File: src/rtl/core_pipe_exec_mdu_ctrl.sv
// Execute-stage sequencer for core_pipe_exec_mdu: issue, hold, capture, re-arm.
// Ports: g_clk/g_resetn, flush, s_* issue side, m_* result side, mdu_* MDU side.
module core_pipe_exec_mdu_ctrl #(
    parameter int unsigned TIMEOUT = 127
) (
    input  logic        g_clk,
    input  logic        g_resetn,
    input  logic        flush,
    input  logic        s_valid,
    output logic        s_ready,
    input  logic [7:0]  s_op,
    input  logic        s_op_word,
    input  logic [63:0] s_rs1,
    input  logic [63:0] s_rs2,
    input  logic [4:0]  s_rd_addr,
    output logic        m_valid,
    input  logic        m_ready,
    output logic [63:0] m_rd,
    output logic [4:0]  m_rd_addr,
    output logic        m_err,
    output logic        mdu_valid,
    output logic        mdu_op_word,
    output logic [7:0]  mdu_op,
    output logic [63:0] mdu_rs1,
    output logic [63:0] mdu_rs2,
    output logic        mdu_flush,
    input  logic        mdu_ready,
    input  logic [63:0] mdu_rd
);

    typedef enum logic [1:0] {
        S_IDLE,
        S_RUN,
        S_CLR,
        S_OUT
    } state_t;

    state_t      state_q;
    state_t      state_d;
    logic [7:0]  op_q;
    logic        word_q;
    logic [63:0] rs1_q;
    logic [63:0] rs2_q;
    logic [4:0]  rd_addr_q;
    logic [63:0] rd_q;
    logic        err_q;
    logic [7:0]  cnt_q;

    logic accept;
    logic one_hot;
    logic run;
    logic tmo_hit;

    assign one_hot = (s_op != 8'd0) &&
                     ((s_op & (s_op - 8'd1)) == 8'd0);
    assign s_ready = (state_q == S_IDLE) && !flush;
    assign accept  = s_valid && s_ready;
    assign run     = (state_q == S_RUN);
    // Last permitted RUN cycle; counter starts at 0 on the first.
    assign tmo_hit = (cnt_q == 8'(TIMEOUT - 1));

    always_comb begin
        state_d = state_q;
        if (flush) begin
            state_d = S_IDLE;
        end else begin
            unique case (state_q)
                S_IDLE: begin
                    if (s_valid) begin
                        state_d = one_hot ? S_RUN : S_OUT;
                    end
                end
                S_RUN: begin
                    if (mdu_ready || tmo_hit) begin
                        state_d = S_CLR;
                    end
                end
                S_CLR: begin
                    state_d = m_ready ? S_IDLE : S_OUT;
                end
                S_OUT: begin
                    if (m_ready) begin
                        state_d = S_IDLE;
                    end
                end
                default: state_d = S_IDLE;
            endcase
        end
    end

    always_ff @(posedge g_clk or negedge g_resetn) begin
        if (!g_resetn) begin
            state_q <= S_IDLE;
        end else begin
            state_q <= state_d;
        end
    end

    always_ff @(posedge g_clk or negedge g_resetn) begin
        if (!g_resetn) begin
            op_q      <= 8'd0;
            word_q    <= 1'b0;
            rs1_q     <= 64'd0;
            rs2_q     <= 64'd0;
            rd_addr_q <= 5'd0;
        end else if (accept) begin
            op_q      <= s_op;
            word_q    <= s_op_word;
            rs1_q     <= s_rs1;
            rs2_q     <= s_rs2;
            rd_addr_q <= s_rd_addr;
        end
    end

    always_ff @(posedge g_clk or negedge g_resetn) begin
        if (!g_resetn) begin
            rd_q  <= 64'd0;
            err_q <= 1'b0;
            cnt_q <= 8'd0;
        end else if (accept) begin
            cnt_q <= 8'd0;
            if (!one_hot) begin
                rd_q  <= 64'd0;
                err_q <= 1'b1;
            end
        end else if (run && !flush) begin
            cnt_q <= cnt_q + 8'd1;
            // A result arriving on the timeout cycle is still taken.
            if (mdu_ready) begin
                rd_q  <= mdu_rd;
                err_q <= 1'b0;
            end else if (tmo_hit) begin
                rd_q  <= 64'd0;
                err_q <= 1'b1;
            end
        end
    end

    assign m_valid     = (state_q == S_CLR) || (state_q == S_OUT);
    assign m_rd        = rd_q;
    assign m_rd_addr   = rd_addr_q;
    assign m_err       = err_q;
    assign mdu_valid   = run && !flush;
    assign mdu_op      = run ? op_q : 8'd0;
    assign mdu_op_word = run ? word_q : 1'b0;
    assign mdu_rs1     = rs1_q;
    assign mdu_rs2     = rs2_q;
    // The MDU holds its done state until flushed; CLR re-arms it.
    assign mdu_flush   = flush || (state_q == S_CLR);

endmodule

File: config.mk
export PLATFORM = sky130hd
export DESIGN_NAME = core_pipe_exec_mdu_ctrl
export DESIGN_NICKNAME = d
export VERILOG_FILES = /design/src/rtl/core_pipe_exec_mdu_ctrl.sv
export SDC_FILE = /design/constraint.sdc
export NUM_CORES = 1
export LEC_CHECK = 0
export BUFFER_PORTS_ARGS = -buffer_cell sky130_fd_sc_hd__clkbuf_2
export CELL_PAD_IN_SITES_DETAIL_PLACEMENT = 2
export CELL_PAD_IN_SITES_GLOBAL_PLACEMENT = 2
export CORE_ASPECT_RATIO = 1.25
export CORE_UTILIZATION = 26
export DETAILED_ROUTE_END_ITERATION = 16
export PLACE_DENSITY = 0.79
export RECOVER_POWER = 100
export REMOVE_ABC_BUFFERS = 1
export SLEW_MARGIN = 30
export SYNTH_ARGS = -nofsm -noshare
export SYNTH_HDL_FRONTEND = slang
export SYNTH_SLANG_ARGS = --single-unit
File: constraint.sdc
create_clock -name g_clk -period 2.6 [get_ports g_clk]
set_clock_uncertainty 0.05 [all_clocks]
set_input_delay 0.13 -clock g_clk [delete_from_list [all_inputs] [get_ports g_clk]]
set_output_delay 0.13 -clock g_clk [all_outputs]
set_load 0.01 [all_outputs]
==> impl_results.md <==
* Status: finished with violations
* Failing checks: max-capacitance violations, max-slew violations
* Power Dens Cells at 787 nW/µm²
* Leakage at 6.98 nW
* Crit end category: flip-flop
* Cell Chain, Critical Path: dlygate4sd3_1 -> clkbuf_2 -> or4_1 -> o31a_1 -> a211oi_1 -> buf_12 -> o31ai_1
* Worst Path Arrival at 2.83 ns
* Latest clock arrival within the worst-skew pair at 0.54 ns
* Worst Hold Class: primary input to flip-flop
* Worst setup startpoint: s_op[3]
* Layout area overhead at 60.3%
* Clk slew on worst S/H paths at 0.06 ns
* Gr ovfl total at 0
* Core area at 33600 µm²
* Root buffer cell: clkbuf_16
* Via density at 4.83
* Cts hold-fix bufs at 212
* Post-detailed-route count of antenna-violating nets at 0
* Post-CTS Setup Bufs at 0
* Design area at 14300 µm²
* Fin crit period at 2.48 ns
* Die area at 35000 µm²
* Die width at 167 µm
* DP Wirelength at 24500 µm
* TritonCTS clock tree: done
* Wirelength per Cell at 22.7 µm
* Seq/Total Area, Yosys at 61.0%
* Die extent in y at 209 µm
* Critical path type: primary input to flip-flop
* Unrepaired setup endpoints after global routing: false
* Synth top area share at 61.0%
* Number of global-route vias before repair at 11600
* Cell taking the most area after synthesis: dfrtp_1
* Global-route wire length before repair at 69500 µm
* Post-Syn Instances at 980
* Layout cells sized above 1 at 17.7%
* DRT Wirelength at 46200 µm
* # IOs at 423
* Buffers on Ports at 422
* CP Launch Type: primary input
* Data required time of the worst path at 2.95 ns
* Sink Count at 217
* CP max-delay cell: or4_1
* #FFs+latches synth at 217
* Hold Startpoint: s_valid
* Crit path max fanout at 65
* Drt pass-1 iters at 4
* Vias at 9849
* H-tree depth at 1
* Post-CTS sizing at 0
* Slew margin rel. at -22.8%
* Post-synth cell types at 38
* Post-DP Area at 11500 µm²
* Synth warn at 0
* Tcrit/Tclk final at 95.5%
* Max Freq at 403 MHz
* Worst r2r src: cnt_q[2]$_DFFE_PN0P_
* Slew Limit Fails at 63
* # setup viols final at 0
* Initial Util at 26.5%
* Hold Vio Cnt, Final at 0
* Num rows at 75
* Drt drc at 0
* Avg Inst Size Synth at 9.08 µm²
* Largest net degree at the start of global routing at 69
* TNS Setup at 0 ns
* Ranking of synthesized cells by area: dfrtp_1 61%, nand2_1 21%, o31ai_1 5.5%, o21ai_0 3.2%, clkbuf_1 1.8%
* Routability cong. at 0.762
* Final #Nets at 1805
* CP max stage delay at 0.62 ns
* Worst-Margin Slew at 1.84 ns
* Num CTS Buffers at 26
* Max-cap violations at 1
* GRT Resource Usage Total at 26.0%
* Initial antenna violation count at 5
* Synthesized area at 8900 µm²
* Initial DRC Count at 380
* VDD IR max at 0.339 mV
* Clock Path Buffers at 3
[metal layers]
layer / track usage (%) / wire, µm / up-vias
met4: 15.6 / 2690 / 0
li1: - / - / 4370
met2: 49.8 / 25200 / 380
met1: 25.9 / 16100 / 4962
met3: 4.32 / 2180 / 137
met5: 0 / 0 / -
[logic make-up after synthesis]
family / Yosys count / synth area share (%)
flops: 217 / 61.0
xor+xnor: 6 / 0.591
buf+inv: 74 / 3.85
fa+ha+maj: 3 / 0.394
compound gates: 144 / 10.7
simple gates: 536 / 23.4
[path summary, 6_finish.rpt]
check / end / slack (ns) / cells after the start
worst max-delay path: m_rd[18]$_DFFE_PN0P_ / 0.12 / 7
worst min register to register: op_q[5]$_DFFE_PN0P_ / 0.43 / 2
worst min-delay path: m_rd[0]$_DFFE_PN0P_ / 0.14 / 4
max in group asynchronous: mdu_rs1[44]$_DFFE_PN0P_ / 0.38 / 3
worst max register to register: state_q[1]$_DFFE_PN0P_ / 0.14 / 5
min in group asynchronous: mdu_rs1[10]$_DFFE_PN0P_ / 0.58 / 2
[critical path, delay by kind of cell]
family | cells | cell delay (ns)
compound gates | 3 | 0.97
buf+inv | 3 | 1.06
simple gates | 1 | 0.62
[cell usage in the layout (no fill, tap or decap), drive strengths merged, types with 3 or more instances in the layout]
| cell | n |
|---|---|
| nand2 | 498 |
| clkbuf | 460 |
| dfrtp | 217 |
| dlygate4sd3 | 212 |
| o31ai | 65 |
| o21ai | 65 |
| buf | 19 |
| nor2 | 11 |
| and2 | 11 |
| diode | 7 |
| clkinv | 5 |
| nand2b | 4 |
| xor2 | 4 |
| bufinv | 4 |
| inv | 3 |
| a211oi | 3 |
[cell usage after synthesis, drive strengths merged]
| master | count |
|---|---|
| nor3 | 2 |
| inv | 3 |
| a21oi | 2 |
| a221oi | 1 |
| a21o | 2 |
| maj3 | 1 |
| o21ai | 65 |
| nor2 | 11 |
| a211o | 1 |
| ha | 2 |
| nor3b | 1 |
| and4 | 1 |
| o41a | 1 |
| nand3 | 2 |
| nand2 | 498 |
| clkinv | 1 |
| and2 | 11 |
| or3b | 1 |
| buf | 28 |
| a2111o | 1 |
| o31a | 1 |
| clkbuf | 42 |
| a2111oi | 1 |
| a211oi | 3 |
| xor2 | 4 |
| xnor2 | 2 |
| dfrtp | 217 |
| nand4 | 2 |
| a41oi | 1 |
| nor2b | 1 |
| nand2b | 4 |
| nor4 | 1 |
| o31ai | 65 |
| or4 | 1 |
[power by group]
| part | internal, W | switching (W) |
|---|---|---|
| clock | 0.00241 | 0.00156 |
| sequential | 0.00407 | 0.000505 |
| combinational | 0.000951 | 0.00173 |
[flip-flops by register name, indices dropped and copies added (netlist names)]
register / cells
m_rd: 64
mdu_rs1: 64
mdu_rs2: 64
cnt_q: 8
op_q: 8
m_rd_addr: 5
state_q: 2
m_err: 1
word_q: 1
[stage by stage]
step / utilization (%) / instances / hold WS (ns) / setup slack [ns] / power (W)
after floorplan: - / 910 / -0.216 / -3.50 / 0.00553
after global placement: 34.3 / 1774 / 0.0741 / 0.452 / 0.00680
after detailed placement: 34.3 / 1774 / 0.0813 / 0.368 / 0.00695
after CTS: 43.3 / 2033 / 0.0713 / 0.159 / 0.0112
after global routing: 42.5 / 2038 / 0.146 / 0.0355 / 0.0117
final: 42.5 / 2040 / 0.144 / 0.117 / 0.0112
[cell type report]
cell class	instances	area, µm²
Fill cell	3713	19300
Sequential cell	217	5430
Timing Repair Buffer	653	4220
Multi-Input combinational cell	689	3150
Clock buffer	38	757
Tap cell	423	529
Clock inverter	9	148
Antenna cell	7	17.5
Inverter	4	15.0
Power figures use the tool's default switching activity.
